`config.mk`:
```
export PLATFORM = sky130hd
export DESIGN_NAME = dma_bus_arbiter
export DESIGN_NICKNAME = d
export VERILOG_FILES = /design/src/rtl/pc_bus_pkg.sv /design/src/rtl/bus_idle_detect.sv /design/src/rtl/dma_bus_arbiter.sv
export SDC_FILE = /design/constraint.sdc
export NUM_CORES = 1
export LEC_CHECK = 0
export CORE_UTILIZATION = 49
export DETAILED_ROUTE_END_ITERATION = 6
export GPL_TIMING_DRIVEN = 0
export PLACE_DENSITY = 0.75
export SYNTH_ARGS = -nofsm -noshare
export SYNTH_HDL_FRONTEND = slang
export SYNTH_HIERARCHICAL = 1
export SYNTH_SLANG_ARGS = --single-unit
export TNS_END_PERCENT = 20
```
`constraint.sdc`:
```
create_clock -name clk -period 1.9 [get_ports clk]
set_input_delay 0.38 -clock clk [delete_from_list [all_inputs] [get_ports clk]]
set_output_delay 0.38 -clock clk [all_outputs]
set_load 0.005 [all_outputs]
```
`src/rtl/pc_bus_pkg.sv`:
```
// Shared PC bus definitions: arbiter state encoding and 8088 status codes
// common to the DMA arbiter and the 8288 bench.
package pc_bus_pkg;

   typedef enum logic [2:0] {
      IDLE      = 3'd0,
      WAIT_IDLE = 3'd1,
      HANDOFF   = 3'd2,
      GRANT     = 3'd3,
      RELEASE   = 3'd4
   } arb_state_t;

   localparam logic [2:0] S_PASSIVE = 3'b111;
   localparam logic [2:0] S_HALT    = 3'b011;

   // Halt leaves the bus as free as a passive status does.
   function automatic logic is_passive(input logic [2:0] s);
      return (s == S_PASSIVE) || (s == S_HALT);
   endfunction

endpackage

```
`src/rtl/bus_idle_detect.sv`:
```
// Declares the CPU bus idle once enough consecutive passive/halt status
// samples have been seen and the CPU is not holding LOCK.
module bus_idle_detect
   import pc_bus_pkg::*;
#(
   parameter int PASSIVE_MIN = 2
) (
   input  logic       clk,
   input  logic       reset_n,
   input  logic [2:0] s_n,
   input  logic       lock_n,
   output logic       bus_idle
);

   localparam logic [2:0] MIN_CNT = 3'(PASSIVE_MIN);

   logic [2:0] pass_cnt_q;
   logic [2:0] pass_cnt_d;

   always_comb begin
      pass_cnt_d = 3'd0;
      if (is_passive(s_n)) begin
         pass_cnt_d = (pass_cnt_q == 3'd7) ? 3'd7 : pass_cnt_q + 3'd1;
      end
   end

   always_ff @(posedge clk or negedge reset_n) begin
      if (!reset_n) begin
         pass_cnt_q <= 3'd0;
      end else begin
         pass_cnt_q <= pass_cnt_d;
      end
   end

   assign bus_idle = (pass_cnt_q >= MIN_CNT) && lock_n;

endmodule

```
`src/rtl/dma_bus_arbiter.sv`:
```
// Hands the system bus between the 8088/8288 and the 8237 DMA controller,
// only between CPU bus cycles, with registered Moore outputs.
module dma_bus_arbiter
   import pc_bus_pkg::*;
#(
   parameter int PASSIVE_MIN = 2,
   parameter int TURNAROUND  = 1
) (
   input  logic       clk,
   input  logic       reset_n,
   input  logic [2:0] s_n,
   input  logic       lock_n,
   input  logic       hrq,
   output logic       holda,
   output logic       dma_aen,
   output logic       aen_n,
   output logic       cpu_rdy
);

   localparam logic [2:0] TA_LOAD = 3'(TURNAROUND - 1);

   logic       bus_idle;
   arb_state_t state_q, state_d;
   logic [2:0] ta_cnt_q, ta_cnt_d;
   logic       holda_q, holda_d;
   logic       dma_aen_q, dma_aen_d;
   logic       aen_n_q, aen_n_d;
   logic       cpu_rdy_q, cpu_rdy_d;

   bus_idle_detect #(
      .PASSIVE_MIN(PASSIVE_MIN)
   ) u_idle (
      .clk     (clk),
      .reset_n (reset_n),
      .s_n     (s_n),
      .lock_n  (lock_n),
      .bus_idle(bus_idle)
   );

   always_comb begin
      state_d  = state_q;
      ta_cnt_d = ta_cnt_q;
      case (state_q)
         IDLE, WAIT_IDLE: begin
            if (!hrq) begin
               state_d = IDLE;
            end else if (bus_idle) begin
               state_d  = HANDOFF;
               ta_cnt_d = TA_LOAD;
            end else begin
               state_d = WAIT_IDLE;
            end
         end
         // A dropped request beats turnaround expiry so a one-cycle hrq never pulses holda.
         HANDOFF: begin
            if (!hrq) begin
               state_d  = RELEASE;
               ta_cnt_d = TA_LOAD;
            end else if (ta_cnt_q == 3'd0) begin
               state_d = GRANT;
            end else begin
               ta_cnt_d = ta_cnt_q - 3'd1;
            end
         end
         GRANT: begin
            if (!hrq) begin
               state_d  = RELEASE;
               ta_cnt_d = TA_LOAD;
            end
         end
         RELEASE: begin
            if (ta_cnt_q == 3'd0) begin
               state_d = IDLE;
            end else begin
               ta_cnt_d = ta_cnt_q - 3'd1;
            end
         end
         default: begin
            state_d  = IDLE;
            ta_cnt_d = 3'd0;
         end
      endcase

      holda_d   = (state_d == GRANT);
      dma_aen_d = (state_d == GRANT);
      aen_n_d   = (state_d == HANDOFF) || (state_d == GRANT) || (state_d == RELEASE);
      cpu_rdy_d = !aen_n_d;
   end

   always_ff @(posedge clk or negedge reset_n) begin
      if (!reset_n) begin
         state_q   <= IDLE;
         ta_cnt_q  <= 3'd0;
         holda_q   <= 1'b0;
         dma_aen_q <= 1'b0;
         aen_n_q   <= 1'b0;
         cpu_rdy_q <= 1'b1;
      end else begin
         state_q   <= state_d;
         ta_cnt_q  <= ta_cnt_d;
         holda_q   <= holda_d;
         dma_aen_q <= dma_aen_d;
         aen_n_q   <= aen_n_d;
         cpu_rdy_q <= cpu_rdy_d;
      end
   end

   assign holda   = holda_q;
   assign dma_aen = dma_aen_q;
   assign aen_n   = aen_n_q;
   assign cpu_rdy = cpu_rdy_q;

endmodule
```
==> results of run 1 <==
-- cells in the final DEF, fill, tap and decap left out, drive strengths merged, types with 2 or more instances in the layout --
cell type / Yosys / layout
dfrtp: 11 / 11
clkdlybuf4s50: 0 / 9
nor2: 8 / 8
inv: 4 / 4
a21oi: 4 / 4
clkbuf: 0 / 4
o31ai: 3 / 3
ha: 3 / 3
nand2b: 3 / 3
nand2: 3 / 3
a211oi: 3 / 3
nand4: 2 / 2
buf: 2 / 2
-- power breakdown --
part | switching, mW | internal, mW
Sequential | 0.00611 | 0.263
Clock | 0.0836 | 0.116
Combinational | 0.0221 | 0.0242
-- sequential cells by signal, summed over array words and instances (netlist names) --
| register | count |
|---|---|
| ta_cnt_q | 3 |
| u_idle/pass_cnt_q | 3 |
| cpu_rdy | 1 |
| aen_n | 1 |
| state_q | 3 |
| dma_aen | 1 |
-- how the worst max path moves through the flow --
stage	slack (ns)	endpoint	from	cells past startpoint
2_1_floorplan	0.56	ta_cnt_q[1]	u_idle/pass_cnt_q[2]	4
3_3_place_gp	0.16	ta_cnt_q[2]	lock_n	5
3_5_place_dp	0.15	ta_cnt_q[1]	lock_n	5
4_1_cts	0.24	cpu_rdy	cpu_rdy	1
5_1_grt	0.21	cpu_rdy	cpu_rdy	1
6_report	0.25	cpu_rdy	cpu_rdy	1
-- per-layer routing --
layer	up-vias	part of all wire (%)
met1	233	47
li1	242	-
met3	2	5.2
met2	15	47
met4	0	0.49
met5	-	0
-- through the flow --
step	setup slack [ns]	instance area [sq um]	utilization, %
final	0.249	779	67.4
after global routing	0.207	779	67.4
after CTS	0.243	779	67.4
after detailed placement	0.152	743	64.3
after global placement	0.156	743	64.3
after floorplan	0.556	636	-
-- final cells by class --
| cell class | count | area, sq um | share of cell area (%) |
|---|---|---|---|
| Multi-Input combinational cell | 42 | 300 | 38.5 |
| Timing Repair Buffer | 9 | 90.1 | 11.6 |
| Tap cell | 14 | 17.5 | 2.25 |
| Buffer | 2 | 18.8 | 2.41 |
| Inverter | 4 | 15.0 | 1.93 |
| Clock buffer | 4 | 36.3 | 4.65 |
| Sequential cell | 12 | 302 | 38.7 |
-- kinds of logic (layout without fill, tap and decap cells) --
group	count (synthesis)	count (layout)	synth area share (%)
AOI/OAI and AO/OA	16	16	20.7
adders and majority gates	3	3	5.91
buffers and inverters	6	19	5.31
DFF	12	12	47.4
and+or+nand+nor	23	23	20.7
==> results by group, run 1 <==
Critical path
  – Reg2reg end: ta_cnt_q[1]
  – Worst path cell trace: clkdlybuf4s50_1
  – Setup crit end kind: output port
  – Worst path bufs/invs: 1
  – Worst r2r src: u_idle/pass_cnt_q[2]
  – R2R depth: 4
  – Classification of the worst setup path: reg -> out
  – Worst path slowest cell: dfstp_2
  – CP max stage delay: 0.52 ns
  – CP delay by family, top: flip-flops
  – WP data required: 1.52 ns
  – Worst Path Arrival: 1.27 ns
  – Reg-to-reg setup timing slack: 0.42 ns
  – Startpoint types: register
  – Max FO, Critical Path: 1

Floorplanning
  – Core ar.: 0.00116 sq mm
  – Boundary Pins: 11
  – Total die area: 0.00145 sq mm
  – Initial core utilization: 55.0%
  – DIE HEIGHT: 38.0 um
  – # rows: 12
  – Chip width: 38.0 um

Status
  – Status: finished, final reports clean

Logic synthesis
  – Library cell with the largest summed area after synthesis: dfrtp_1
  – Top cells by area, synth: dfrtp_1 (43%), ha_1 (5.9%), nor2_1 (4.7%)
  – Synthesized area per cell: 10.6 sq um
  – Post-synth cell types: 30
  – Number of flops mapped to enable cells by yosys: 0
  – Main synth FF type: dfrtp_1
  – Most frequent cells after synthesis: dfrtp_1 (11), nor2_1 (8), inv_1 (4)
  – Net Count, Synth: 70
  – Yosys reg bits: 12
  – Synthesized instance count: 60
  – Most frequent cell after synthesis: dfrtp_1
  – Asr flop ratio synth: 100%
  – Yosys warns: 6
  – Yosys top cell area share: 43.3%
  – Seq/Total Area, Yosys: 47.4%
  – Cell Area, Synth: 636 sq um

Detailed routing
  – DRT Pass-1 Iters: 4
  – DRC Markers: 0
  – Vias per inst: 5.66
  – ANT nets after route: 0
  – Routed len/inst: 14.0 um
  – DR vias: 492
  – Detailed Route WL: 1220 um
  – First-iteration detailed-routing DRC count: 21

STA
  – Final setup violation count: 0
  – Clock skew: 0.00170 ns
  – Final slew viol count: 0
  – Setup total negative slack: 0 ns
  – Rel. slew slack: 64.4%
  – Unrepaired setup endpoints after global routing: false
  – Tmin final: 1.65 ns
  – Slew at the pin closest to its max-slew limit: 0.532 ns
  – Tcrit/Tclk final: 86.9%
  – Worst hold slack: 0.453 ns
  – Final Hold Viols: 0
  – Max Clock Freq: 0.606 GHz

CTS
  – Root Buffer: clkbuf_4
  – Skew-Pair Late Insertion Delay: 0.27 ns
  – CTS Buf Count: 3
  – Resize count post-CTS: 0
  – Clock-pin slew on the worst setup and hold paths: 0.07 ns
  – CTS sink count: 12
  – CTS Hold Bufs: 0
  – Number of post-CTS setup repair buffers: 0
  – CTS tree: yes
  – Clock Path Buffers: 2
  – # H-tree levels: 1

Placed design
  – Placer Congestion: 0.731
  – Post-DP HPWL: 890 um
  – PortBufs: 9
  – Placed instance count: 83

Pwr
  – Pwr dens: 661 mW/mm^2
  – Total power: 0.515 mW
  – Worst VDD drop: 542 uV
  – Leak: 0.345 nW

Flow run
  – Max Cap Violations: 0

Global route
  – Number of global-route vias before repair: 456
  – Met1 usage: 25.6%
  – Met3 Use GR: 10.5%
  – Largest net degree at the start of global routing: 13
  – Met2 GRT Util: 32.3%
  – Grt ovf: 0
  – First-pass GRT wire length: 1950 um
  – GRT Util Overall: 21.2%
  – Busiest grt layer: met2
  – Initial antenna violation count: 0

Layout
  – Nets: 84
  – Layout Area Growth over Synthesis: 22.6%
  – Proportion of layout cells with a drive suffix above 1: 19.2%
  – Fillers: 93
  – Diode count: 0
  – Post-route insts no fill: 87

Worst hold path
  – Worst hold path class: in -> async
No activity file was read; power rests on OpenSTA's default activity.
==> run 2, diff against run 1 <==
ABC_AREA = 0   (was default)
HOLD_SLACK_MARGIN = 0.06   (was default)
==> results of run 2 <==
Final layout, timing and power as in run 1 (identical DEF).
==> run 3, diff against run 2 <==
CTS_CLUSTER_DIAMETER = 80   (was default)
==> results of run 3 <==
Final layout, timing and power as in run 1 (identical DEF).
